## config.mk

```make
export PLATFORM = sky130hd
export DESIGN_NAME = writeback_arbiter
export DESIGN_NICKNAME = d
export VERILOG_FILES = /design/src/rtl/writeback_arbiter.sv
export SDC_FILE = /design/constraint.sdc
export NUM_CORES = 1
export LEC_CHECK = 0
export ABC_AREA = 0
export CAP_MARGIN = 20
export CELL_PAD_IN_SITES_DETAIL_PLACEMENT = 0
export CELL_PAD_IN_SITES_GLOBAL_PLACEMENT = 1
export CORE_ASPECT_RATIO = 1.75
export CORE_MARGIN = 10
export CORE_UTILIZATION = 27
export CTS_BUF_LIST = sky130_fd_sc_hd__clkbuf_2
export DETAILED_ROUTE_END_ITERATION = 6
export PLACE_DENSITY_LB_ADDON = 0.1
export REMOVE_ABC_BUFFERS = 1
export SLEW_MARGIN = 20
export SYNTH_ARGS = -nofsm -noshare
export SYNTH_HDL_FRONTEND = slang
export SYNTH_SLANG_ARGS = --single-unit
```

## constraint.sdc

```tcl
create_clock -name clk -period 5.6 [get_ports clk]
set_input_delay 1.12 -clock clk [delete_from_list [all_inputs] [get_ports clk]]
set_output_delay 1.12 -clock clk [all_outputs]
set_load 0.01 [all_outputs]
```

## src/rtl/writeback_arbiter.sv

```systemverilog
// writeback_arbiter: picks one execute pipe per cycle (oldest-first or round-robin)
// and registers its writeback message behind a one-entry, no-bubble output stage.
module writeback_arbiter #(
  parameter int p_num_pipes = 2,
  parameter int p_seq_num_bits = 3,
  parameter int p_policy = 0,
  localparam int lp_pipe_bits = (p_num_pipes > 1) ? $clog2(p_num_pipes) : 1
) (
  input  logic                                  clk,
  input  logic                                  rst,
  input  logic [p_num_pipes-1:0]                in_val,
  output logic [p_num_pipes-1:0]                in_rdy,
  input  logic [32*p_num_pipes-1:0]             in_pc,
  input  logic [p_seq_num_bits*p_num_pipes-1:0] in_seq_num,
  input  logic [5*p_num_pipes-1:0]              in_waddr,
  input  logic [32*p_num_pipes-1:0]             in_wdata,
  input  logic [p_num_pipes-1:0]                in_wen,
  input  logic [p_seq_num_bits-1:0]             head_seq_num,
  output logic                                  out_val,
  input  logic                                  out_rdy,
  output logic [31:0]                           out_pc,
  output logic [p_seq_num_bits-1:0]             out_seq_num,
  output logic [4:0]                            out_waddr,
  output logic [31:0]                           out_wdata,
  output logic                                  out_wen,
  output logic [lp_pipe_bits-1:0]               out_pipe
);
  logic                      out_val_q, out_val_d;
  logic [31:0]               out_pc_q, out_pc_d;
  logic [p_seq_num_bits-1:0] out_seq_num_q, out_seq_num_d;
  logic [4:0]                out_waddr_q, out_waddr_d;
  logic [31:0]               out_wdata_q, out_wdata_d;
  logic                      out_wen_q, out_wen_d;
  logic [lp_pipe_bits-1:0]   out_pipe_q, out_pipe_d;
  logic [lp_pipe_bits-1:0]   rr_ptr_q, rr_ptr_d;
  logic [lp_pipe_bits-1:0]   win;
  logic [p_seq_num_bits-1:0] age;
  logic                      found, can_accept, grant;
  int                        key, best;
  // Both policies reduce to "smallest key wins, ties to lowest index":
  // the key is either the wrapped age or the distance past rr_ptr.
  always_comb begin
    win = '0;
    found = 1'b0;
    best = 0;
    age = '0;
    key = 0;
    for (int i = 0; i < p_num_pipes; i++) begin
      age = in_seq_num[i*p_seq_num_bits +: p_seq_num_bits] - head_seq_num;
      key = (p_policy == 0) ? int'(age)
          : (i >= int'(rr_ptr_q)) ? i - int'(rr_ptr_q) : i + p_num_pipes - int'(rr_ptr_q);
      if (in_val[i] && (!found || key < best)) begin
        found = 1'b1;
        best = key;
        win = lp_pipe_bits'(i);
      end
    end
  end
  assign can_accept = !out_val_q || out_rdy;
  assign grant      = can_accept && (|in_val) && !rst;
  assign in_rdy     = grant ? (p_num_pipes'(1) << win) : '0;
  always_comb begin
    out_val_d     = grant || (out_val_q && !out_rdy);
    out_pc_d      = grant ? in_pc[int'(win)*32 +: 32] : out_pc_q;
    out_seq_num_d = grant ? in_seq_num[int'(win)*p_seq_num_bits +: p_seq_num_bits] : out_seq_num_q;
    out_waddr_d   = grant ? in_waddr[int'(win)*5 +: 5] : out_waddr_q;
    out_wdata_d   = grant ? in_wdata[int'(win)*32 +: 32] : out_wdata_q;
    out_wen_d     = grant ? in_wen[win] : out_wen_q;
    out_pipe_d    = grant ? win : out_pipe_q;
    rr_ptr_d      = !grant ? rr_ptr_q : (win == lp_pipe_bits'(p_num_pipes - 1)) ? '0 : win + lp_pipe_bits'(1);
  end
  always_ff @(posedge clk or posedge rst) begin
    if (rst) begin
      out_val_q     <= 1'b0;
      out_pc_q      <= '0;
      out_seq_num_q <= '0;
      out_waddr_q   <= '0;
      out_wdata_q   <= '0;
      out_wen_q     <= 1'b0;
      out_pipe_q    <= '0;
      rr_ptr_q      <= '0;
    end else begin
      out_val_q     <= out_val_d;
      out_pc_q      <= out_pc_d;
      out_seq_num_q <= out_seq_num_d;
      out_waddr_q   <= out_waddr_d;
      out_wdata_q   <= out_wdata_d;
      out_wen_q     <= out_wen_d;
      out_pipe_q    <= out_pipe_d;
      rr_ptr_q      <= rr_ptr_d;
    end
  end
  assign out_val     = out_val_q;
  assign out_pc      = out_pc_q;
  assign out_seq_num = out_seq_num_q;
  assign out_waddr   = out_waddr_q;
  assign out_wdata   = out_wdata_q;
  assign out_wen     = out_wen_q;
  assign out_pipe    = out_pipe_q;
endmodule

```

==> results of run 1 <==
[layout by cell type (no fill, tap or decap), types with 2 or more instances in the layout]
master           Yosys  layout
clkdlybuf4s50_1      0     230
dfrtp_1             75      75
a221o_1             73      73
and2_1              72      72
clkbuf_2             0      10
inv_1                9       8
ha_1                 4       4
bufinv_16            0       4
xnor2_1              3       3
nand2_1              3       3
buf_4                0       3
diode_2              0       2
fa_1                 2       2
clkinv_1             0       2
[cell families after synthesis]
family | Yosys count | synth area share (%)
xor gates and xnor gates | 4 | 1.01
buffers and inverters | 32 | 5.07
and+or+nand+nor | 80 | 14.4
AOI/OAI and AO/OA | 78 | 23.0
DFF | 75 | 54.0
adders and majority gates | 6 | 2.59
[routing by layer]
metal / global-route usage [%] / up-vias / routed length [um]
li1: - / 1487 / -
met1: 15.9 / 1599 / 5250
met2: 30.2 / 122 / 8530
met3: 4.80 / 11 / 916
met4: 5.80 / 0 / 193
met5: 0 / - / 0
[critical path, stage by stage]
cell and delay, ns:
clkdlybuf4s50_1 0.48, ha_1 0.15, inv_1 0.05, fa_1 0.37, xor2_1 0.17, xnor2_1 0.14, nand2_1 0.08, ha_1 0.27
o21a_1 0.17, nor2_1 0.27, o211a_4 0.20, clkdlybuf4s50_1 0.57
[worst max path at each step]
stage	start	slack, ns	depth (start not counted)	to
after floorplan	rst	-2.51	3	in_rdy[0]
after global placement	head_seq_num[0]	0.45	12	in_rdy[1]
after detailed placement	head_seq_num[0]	0.42	12	in_rdy[1]
after CTS	head_seq_num[0]	0.40	12	in_rdy[1]
after global routing	head_seq_num[0]	0.29	12	in_rdy[1]
final	head_seq_num[0]	0.44	12	in_rdy[1]
[flip-flops by register name, summed over array words and instances (netlist names)]
signal / cells
out_seq_num: 3
out_pipe: 1
out_waddr: 5
out_wen: 1
out_val: 1
out_wdata: 32
out_pc: 32
[final cells by class]
cell class,instances,area (sq um)
clock inverter,6,128
tap,168,210
antenna,2,5.00
fill,1186,6490
inverter,9,35.0
timing repair buffer,234,2340
multi-input combinational,168,1430
clock buffer,10,50.0
sequential,75,1880
[where the power goes]
group	leakage, nW	internal, mW	switching [mW]
logic	1.48	0.493	0.319
registers	0.917	0.677	0.0647
clock network	0.101	0.236	0.199
[through the flow]
stage | power (mW) | cell area, sq um | TNS, ns
final | 1.99 | 6070 | 0
after global routing | 2.10 | 6070 | 0
after CTS | 2.02 | 6060 | 0
after detailed placement | 1.57 | 5890 | 0
after global placement | 1.57 | 5890 | 0
after floorplan | 1.07 | 3340 | -135.14
==> run summary, run 1 <==
Post-Route Utilization -> 48.3%
Register area share after synthesis -> 54.0%
Num Clock Sinks -> 75
Worst-margin pin slew -> 0.880 ns
Crit path time final -> 5.16 ns
Die width -> 106 um
Max-cap viol count -> 0
CP arrival -> 4.04 ns
Count leader, synth -> dfrtp_1
Slew Viols, Final -> 0
Port-buffer cells -> 230
Wire length per cell -> 22.2 um
Final setup skew -> 0.0517 ns
Synth area leader -> dfrtp_1
Via count -> 3219
Number of core rows -> 54
Outcome -> complete, no violations
Reg-to-reg setup timing slack -> 3.53 ns
Count of different cell masters after synthesis -> 23
Synth Cell Area -> 0.00348 sq mm
Core ar. -> 0.0126 sq mm
Final Hold Fails -> 0
RR Endpoint -> out_wdata[23]
Non-filler cells, final -> 672
Die Y -> 170 um
Cells after Synth -> 275
Worst reg2reg path depth -> 5
Detail Placement HPWL -> 10900 um
Post-layout worst setup margin -> 0.439 ns
Synth area leaders -> dfrtp_1, a221o_1, and2_1
H-tree Lvls -> 3
RSZ-0062 raised after global routing -> false
CTS clock-pin slew for the worst setup and hold paths -> 0.17 ns
Synth warnings -> 0
FFs w/ async S/R, synth -> 100%
PD cells -> 328 mW/mm^2
1st-iter DRT viols -> 141
Vias in the first global route -> 3531
Min-delay src -> out_pipe
Post-synth top area share -> 54.0%
Die Area -> 0.0180 sq mm
Initial Util -> 27.7%
Peak VDD IR -> 0.139 mV
Share of layout cells above drive strength 1 -> 4.58%
Antenna-violating nets left -> 0
Slew margin rel. -> 41.3%
Worst hold-check path type -> reg2reg
Vias/cell -> 4.79
Type of origin of the critical path -> input port
Critical Path Fanout Max -> 3
CTS root buf -> clkbuf_2
Largest net degree at the start of global routing -> 77
Final setup vio count -> 0
WL final -> 14900 um
First-pass DRT Iterations -> 6
Place WS -> 0.418 ns
Layout area overhead -> 74.6%
WHS Path Cells -> 1
Synth cell count leaders -> dfrtp_1, a221o_1, and2_1, buf_2, inv_1
Top_reg_cell synth -> dfrtp_1
Fin nets -> 657
DP Cell Count -> 654
Hold Buf Count CTS -> 0
Setup crit end kind -> output pin
Post-CTS Resized -> 0
Syn Area/Cell -> 12.6 sq um
CTS Buffer Depth -> 2
GRT Total Usage -> 16.0%
CTS tree -> done
I/O Pins -> 231
Yosys reg bits -> 75
Post-synth EDFFs -> 0
CTS buffer count -> 9
Crit path kind -> in2out
Clock Latency Late Sink -> 0.55 ns
Final period utilization -> 92.2%
Final GP Congestion -> 0.768
Worst r2r src -> out_val
Global route overflow -> 0
Initial antenna violation count -> 2
Setup bufs post-CTS -> 0
Number of remaining DRC errors -> 0
Global-route wire length before repair -> 22000 um
Achievable frequency -> 194 MHz
Req. time, crit path -> 4.48 ns
Fin Hold WS -> 0.498 ns
Pleak -> 2.50 nW
Hold EP -> out_pipe
Note: power is estimated with default switching activity, not from simulation.
==> run 2, diff against run 1 <==
--- a/config.mk
+++ b/config.mk
@@ -9,10 +9,11 @@
 export CAP_MARGIN = 20
 export CELL_PAD_IN_SITES_DETAIL_PLACEMENT = 0
 export CELL_PAD_IN_SITES_GLOBAL_PLACEMENT = 1
-export CORE_ASPECT_RATIO = 1.75
+export CORE_ASPECT_RATIO = 1.5
 export CORE_MARGIN = 10
 export CORE_UTILIZATION = 27
 export CTS_BUF_LIST = sky130_fd_sc_hd__clkbuf_2
+export CTS_CLUSTER_SIZE = 20
 export DETAILED_ROUTE_END_ITERATION = 6
 export PLACE_DENSITY_LB_ADDON = 0.1
 export REMOVE_ABC_BUFFERS = 1
@@ -20,3 +21,4 @@
 export SYNTH_ARGS = -nofsm -noshare
 export SYNTH_HDL_FRONTEND = slang
 export SYNTH_SLANG_ARGS = --single-unit
+export TNS_END_PERCENT = 30
==> run 2 against run 1 <==
Net effect:
- power shrank 7.3%
- via count is 0.22% lower
- sequential share of layout area is 0.45 points higher
- worst setup slack worse by 0.029 ns
- sequential cell count unchanged
- final area shrank 1.4%
- worst hold slack improved by 0.013 ns
- global-route usage is 0.43 points lower
- wire length decreased by 2.3%
- final cell count fell by 1.6%
- clock-buffer cell count decreased by 1
==> run summary, run 2 (synthesis results as in run 1) <==
Pleak -> 2.47 nW
Placement Cell Area -> 0.00587 sq mm
Number of remaining DRC errors -> 0
Num Clock Sinks -> 75
Post-layout total power -> 1.85 mW
First-pass DRT Iterations -> 4
Share of layout cells above drive strength 1 -> 4.38%
Design Area, Final -> 0.00599 sq mm
Initial Util -> 27.7%
Fin nets -> 657
CTS clock-pin slew for the worst setup and hold paths -> 0.20 ns
Final Hold Fails -> 0
Commonest non-fill, non-tap cell in the layout -> clkdlybuf4s50_1
CTS root buf -> clkbuf_2
Number of core rows -> 50
Port-buffer cells -> 230
Hold Buf Count CTS -> 0
Die Area -> 0.0179 sq mm
Final GP Congestion -> 0.811
Fin Hold WS -> 0.511 ns
Die width -> 113 um
WL final -> 14500 um
Max-cap viol count -> 0
CTS tree -> done
DP Cell Count -> 642
Final setup skew -> 0.0354 ns
Final period utilization -> 92.7%
CTS buffer count -> 9
Clock Latency Late Sink -> 0.53 ns
Wire length per cell -> 22.0 um
I/O Pins -> 231
Largest net degree at the start of global routing -> 77
Vias in the first global route -> 3578
Req. time, crit path -> 4.48 ns
PD cells -> 308 mW/mm^2
Final setup vio count -> 0
Layout area overhead -> 72.1%
Worst hold-check path type -> reg2reg
Setup crit end kind -> output pin
Commonest cells after routing, fill and taps aside -> clkdlybuf4s50_1, dfrtp_1, a221o_1
Detail Placement HPWL -> 10500 um
Outcome -> complete, no violations
Post-CTS Resized -> 0
Setup bufs post-CTS -> 0
CTS Buffer Depth -> 2
Global-route wire length before repair -> 21700 um
Critical Path Fanout Max -> 3
Crit path time final -> 5.19 ns
1st-iter DRT viols -> 121
Achievable frequency -> 193 MHz
Peak VDD IR -> 0.119 mV
Initial antenna violation count -> 3
Via count -> 3212
Die Y -> 159 um
Vias/cell -> 4.86
H-tree Lvls -> 3
Slew Viols, Final -> 0
Non-filler cells, final -> 661
Slew margin rel. -> 41.1%
CP arrival -> 4.07 ns
Antenna-violating nets left -> 0
Global route overflow -> 0
Worst-margin pin slew -> 0.883 ns
GRT Total Usage -> 15.5%
Type of origin of the critical path -> input port
Core ar. -> 0.0126 sq mm
Crit path kind -> in2out
RSZ-0062 raised after global routing -> false
-- run 2: metrics by stage --
step / util (%) / setup TNS (ns) / setup WS, ns
floorplan: - / -135.14 / -2.51
global placement: 46.7 / 0 / 0.458
detailed placement: 46.7 / 0 / 0.397
CTS: 47.5 / 0 / 0.398
global route: 47.6 / 0 / 0.288
finish: 47.6 / 0 / 0.410
-- run 2: worst paths after layout --
check,to,slack [ns],start,cells past startpoint
worst min register to register,out_pipe,0.51,out_pipe,1
max in group asynchronous,out_pc[27],3.97,rst,3
worst min-delay path,out_pipe,0.51,out_pipe,1
min in group asynchronous,out_wdata[12],1.16,rst,3
worst max register to register,out_wdata[22],3.42,out_val,5
worst max-delay path,in_rdy[1],0.41,head_seq_num[0],12
-- run 2: power breakdown --
part / switching, mW / leakage, nW / internal, mW / total (mW)
registers: 0.0670 / 0.917 / 0.677 / 0.744
clock network: 0.194 / 0.0642 / 0.0972 / 0.292
logic: 0.317 / 1.48 / 0.493 / 0.810
-- run 2: metal layers --
metal	global-route usage, %	up-vias	part of all wire [%]
li1	-	1486	-
met5	0	-	0
met2	28.2	122	56
met3	5.31	12	6.9
met1	16.1	1592	36
met4	4.92	0	1.6
-- run 2: worst max-delay path, stage by stage --
cell,delay [ns]
clkdlybuf4s50_1,0.49
ha_1,0.16
inv_1,0.05
fa_1,0.37
xor2_1,0.18
xnor2_1,0.14
nand2_1,0.07
ha_1,0.27
o21a_1,0.16
nor2_1,0.28
o211a_4,0.23
clkdlybuf4s50_1,0.56
-- run 2: final cells by class --
class	count	area, sq um
fillers	1181	6590
inverters	9	35.0
clock inverters	7	58.8
well taps	156	195
diodes	3	7.51
repair buffers	234	2340
flip-flops and latches	75	1880
clock buffers	9	45.0
multi-input cells	168	1430
==> run 3, diff against run 2 <==
--- a/config.mk
+++ b/config.mk
@@ -11,7 +11,7 @@
 export CELL_PAD_IN_SITES_GLOBAL_PLACEMENT = 1
 export CORE_ASPECT_RATIO = 1.5
 export CORE_MARGIN = 10
-export CORE_UTILIZATION = 27
+export CORE_UTILIZATION = 29
 export CTS_BUF_LIST = sky130_fd_sc_hd__clkbuf_2
 export CTS_CLUSTER_SIZE = 20
 export DETAILED_ROUTE_END_ITERATION = 6
==> constraint.sdc (replaced) <==
create_clock -name clk -period 6.75 [get_ports clk]
set_input_delay 1.35 -clock clk [delete_from_list [all_inputs] [get_ports clk]]
set_output_delay 1.35 -clock clk [all_outputs]
set_load 0.01 [all_outputs]
==> run 3 against run 2 <==
Net effect:
- sequential power down 17%
- clock-buffer cell count up 1
- clock power shrank 32%
- register-to-register slack improved by 1.3 ns
- global-route usage grew 1.6 points
- sequential cell count stayed put
- wire length rose by 0.83%
- power is 19% lower
- sequential share of layout area up 0.26 points
- critical path type unchanged
- highest routed layer unchanged
==> run summary, run 3 (synthesis results as in run 1) <==
Outcome -> complete, no violations
Seq pwr share -> 41.6%
Layout area overhead -> 70.7%
CP arrival -> 4.25 ns
Final period utilization -> 82.9%
Setup crit end kind -> output pin
Max-cap viol count -> 0
I/O Pins -> 231
Met1 usage -> 17.3%
Clk network pwr share -> 13.5%
Initial Util -> 29.9%
CTS tree -> done
Setup bufs post-CTS -> 0
Final setup skew -> 0.0220 ns
M3 GR Usage -> 5.56%
Slew Viols, Final -> 0
First-pass DRT Iterations -> 4
Largest net degree at the start of global routing -> 77
Die width -> 109 um
Switching share of power -> 31.9%
Filler cells -> 1091
PD cells -> 251 mW/mm^2
Pleak -> 2.45 nW
Top Usage Layer GRT -> met2
Worst-path cell chain -> clkdlybuf4s50_1 > ha_1 > inv_1 > fa_1 > xor2_1 > xnor2_1 > nand2_1 > ha_1 > a2111oi_4 > o211a_4 > clkdlybuf4s50_1
Commonest non-fill, non-tap cell in the layout -> clkdlybuf4s50_1
Grt met2 use -> 31.6%
Initial antenna violation count -> 1
Slew margin rel. -> 41.7%
Vias/cell -> 4.90
Clock Latency Late Sink -> 0.51 ns
Type of origin of the critical path -> input port
WL final -> 14700 um
Final Hold Fails -> 0
Num Clock Sinks -> 75
RSZ-0062 raised after global routing -> false
CTS Buffer Depth -> 2
Req. time, crit path -> 5.40 ns
Worst reg2reg path depth -> 5
RR Endpoint -> out_seq_num[2]
Share of layout cells above drive strength 1 -> 4.19%
CTS buffer count -> 9
Die Area -> 0.0169 sq mm
Achievable frequency -> 179 MHz
Final GP Congestion -> 0.805
Fin nets -> 657
WHS Path Cells -> 1
1st-iter DRT viols -> 156
Switching power total -> 0.475 mW
Global-route wire length before repair -> 21900 um
Design Area, Final -> 0.00594 sq mm
Critical Path Fanout Max -> 3
Worst hold-check path type -> reg2reg
Vias in the first global route -> 3625
Via count -> 3194
Worst-margin pin slew -> 0.874 ns
Placement Cell Area -> 0.00586 sq mm
Crit path time final -> 5.60 ns
Worst r2r src -> out_val
H-tree Lvls -> 3
Post-layout total power -> 1.49 mW
CTS root buf -> clkbuf_2
Cell Int Power -> 1.01 mW
Post-CTS Resized -> 0
Peak VDD IR -> 0.110 mV
Hold EP -> out_pipe
Number of core rows -> 48
Wire length per cell -> 22.5 um
GRT Total Usage -> 17.1%
Antenna-violating nets left -> 0
Largest stage delay on the critical path -> 0.55 ns
Global route overflow -> 0
Hold Buf Count CTS -> 0
Reg-to-reg setup timing slack -> 4.69 ns
Number of remaining DRC errors -> 0
Crit path kind -> in2out
Commonest cells after routing, fill and taps aside -> clkdlybuf4s50_1, dfrtp_1, a221o_1
Die Y -> 154 um
Port-buffer cells -> 230
Core ar. -> 0.0117 sq mm
CTS clock-pin slew for the worst setup and hold paths -> 0.21 ns
Crit-path slowest cell -> clkdlybuf4s50_1
Comb power frac -> 45.0%
Min-delay src -> out_pipe
Detail Placement HPWL -> 10900 um
Final setup vio count -> 0
-- run 3: per-stage QoR --
step                      TNS, ns  std cells  setup slack, ns  hold slack [ns]  utilization (%)
final                           0        652             1.15            0.518             51.0
after global routing            0        652            0.988            0.555             51.0
after CTS                       0        651             1.13            0.522             50.9
after detailed placement        0        636             1.15            0.475             50.3
after global placement          0        636             1.15            0.464             50.3
after floorplan            -68.21        252            -1.82            0.518                -
-- run 3: worst max-delay path by stage --
stage | startpoint | endpoint | slack (ns) | cells past startpoint
after floorplan | rst | in_rdy[0] | -1.82 | 3
after global placement | head_seq_num[0] | in_rdy[1] | 1.15 | 12
after detailed placement | head_seq_num[0] | in_rdy[1] | 1.15 | 12
after CTS | in_seq_num[3] | in_rdy[1] | 1.13 | 11
after global routing | in_seq_num[3] | in_rdy[1] | 0.99 | 11
final | head_seq_num[0] | in_rdy[1] | 1.15 | 11
-- run 3: layout make-up --
cell class | instances | area [sq um] | share of cell area (%)
timing repair buffer | 234 | 2330 | 39.3
sequential | 75 | 1880 | 31.6
multi-input combinational | 168 | 1430 | 24.1
tap | 150 | 188 | 3.16
clock buffer | 10 | 50.0 | 0.843
inverter | 9 | 35.0 | 0.590
clock inverter | 5 | 21.3 | 0.358
antenna | 1 | 2.50 | 0.0421
-- run 3: routing by layer --
layer	wire length (um)	up-vias
met2	8210	129
met1	5120	1567
met3	1110	15
met5	0	-
li1	-	1483
met4	223	0
-- run 3: worst max-delay path: cells and delay by family --
kind / cells / cell delay (ns)
buffers and inverters: 3 / 1.08
adders and majority gates: 3 / 0.73
AOI/OAI and AO/OA: 2 / 0.71
xor gates and xnor gates: 2 / 0.30
and+or+nand+nor: 1 / 0.07
-- run 3: power groups by stage --
stage / clock, mW / sequential (mW) / combinational, mW
2_1_floorplan: 0 / 0.678 / 0.212
3_3_place_gp: 0 / 0.621 / 0.679
3_5_place_dp: 0 / 0.626 / 0.682
4_1_cts: 0.214 / 0.620 / 0.686
5_1_grt: 0.231 / 0.634 / 0.720
6_report: 0.200 / 0.619 / 0.670
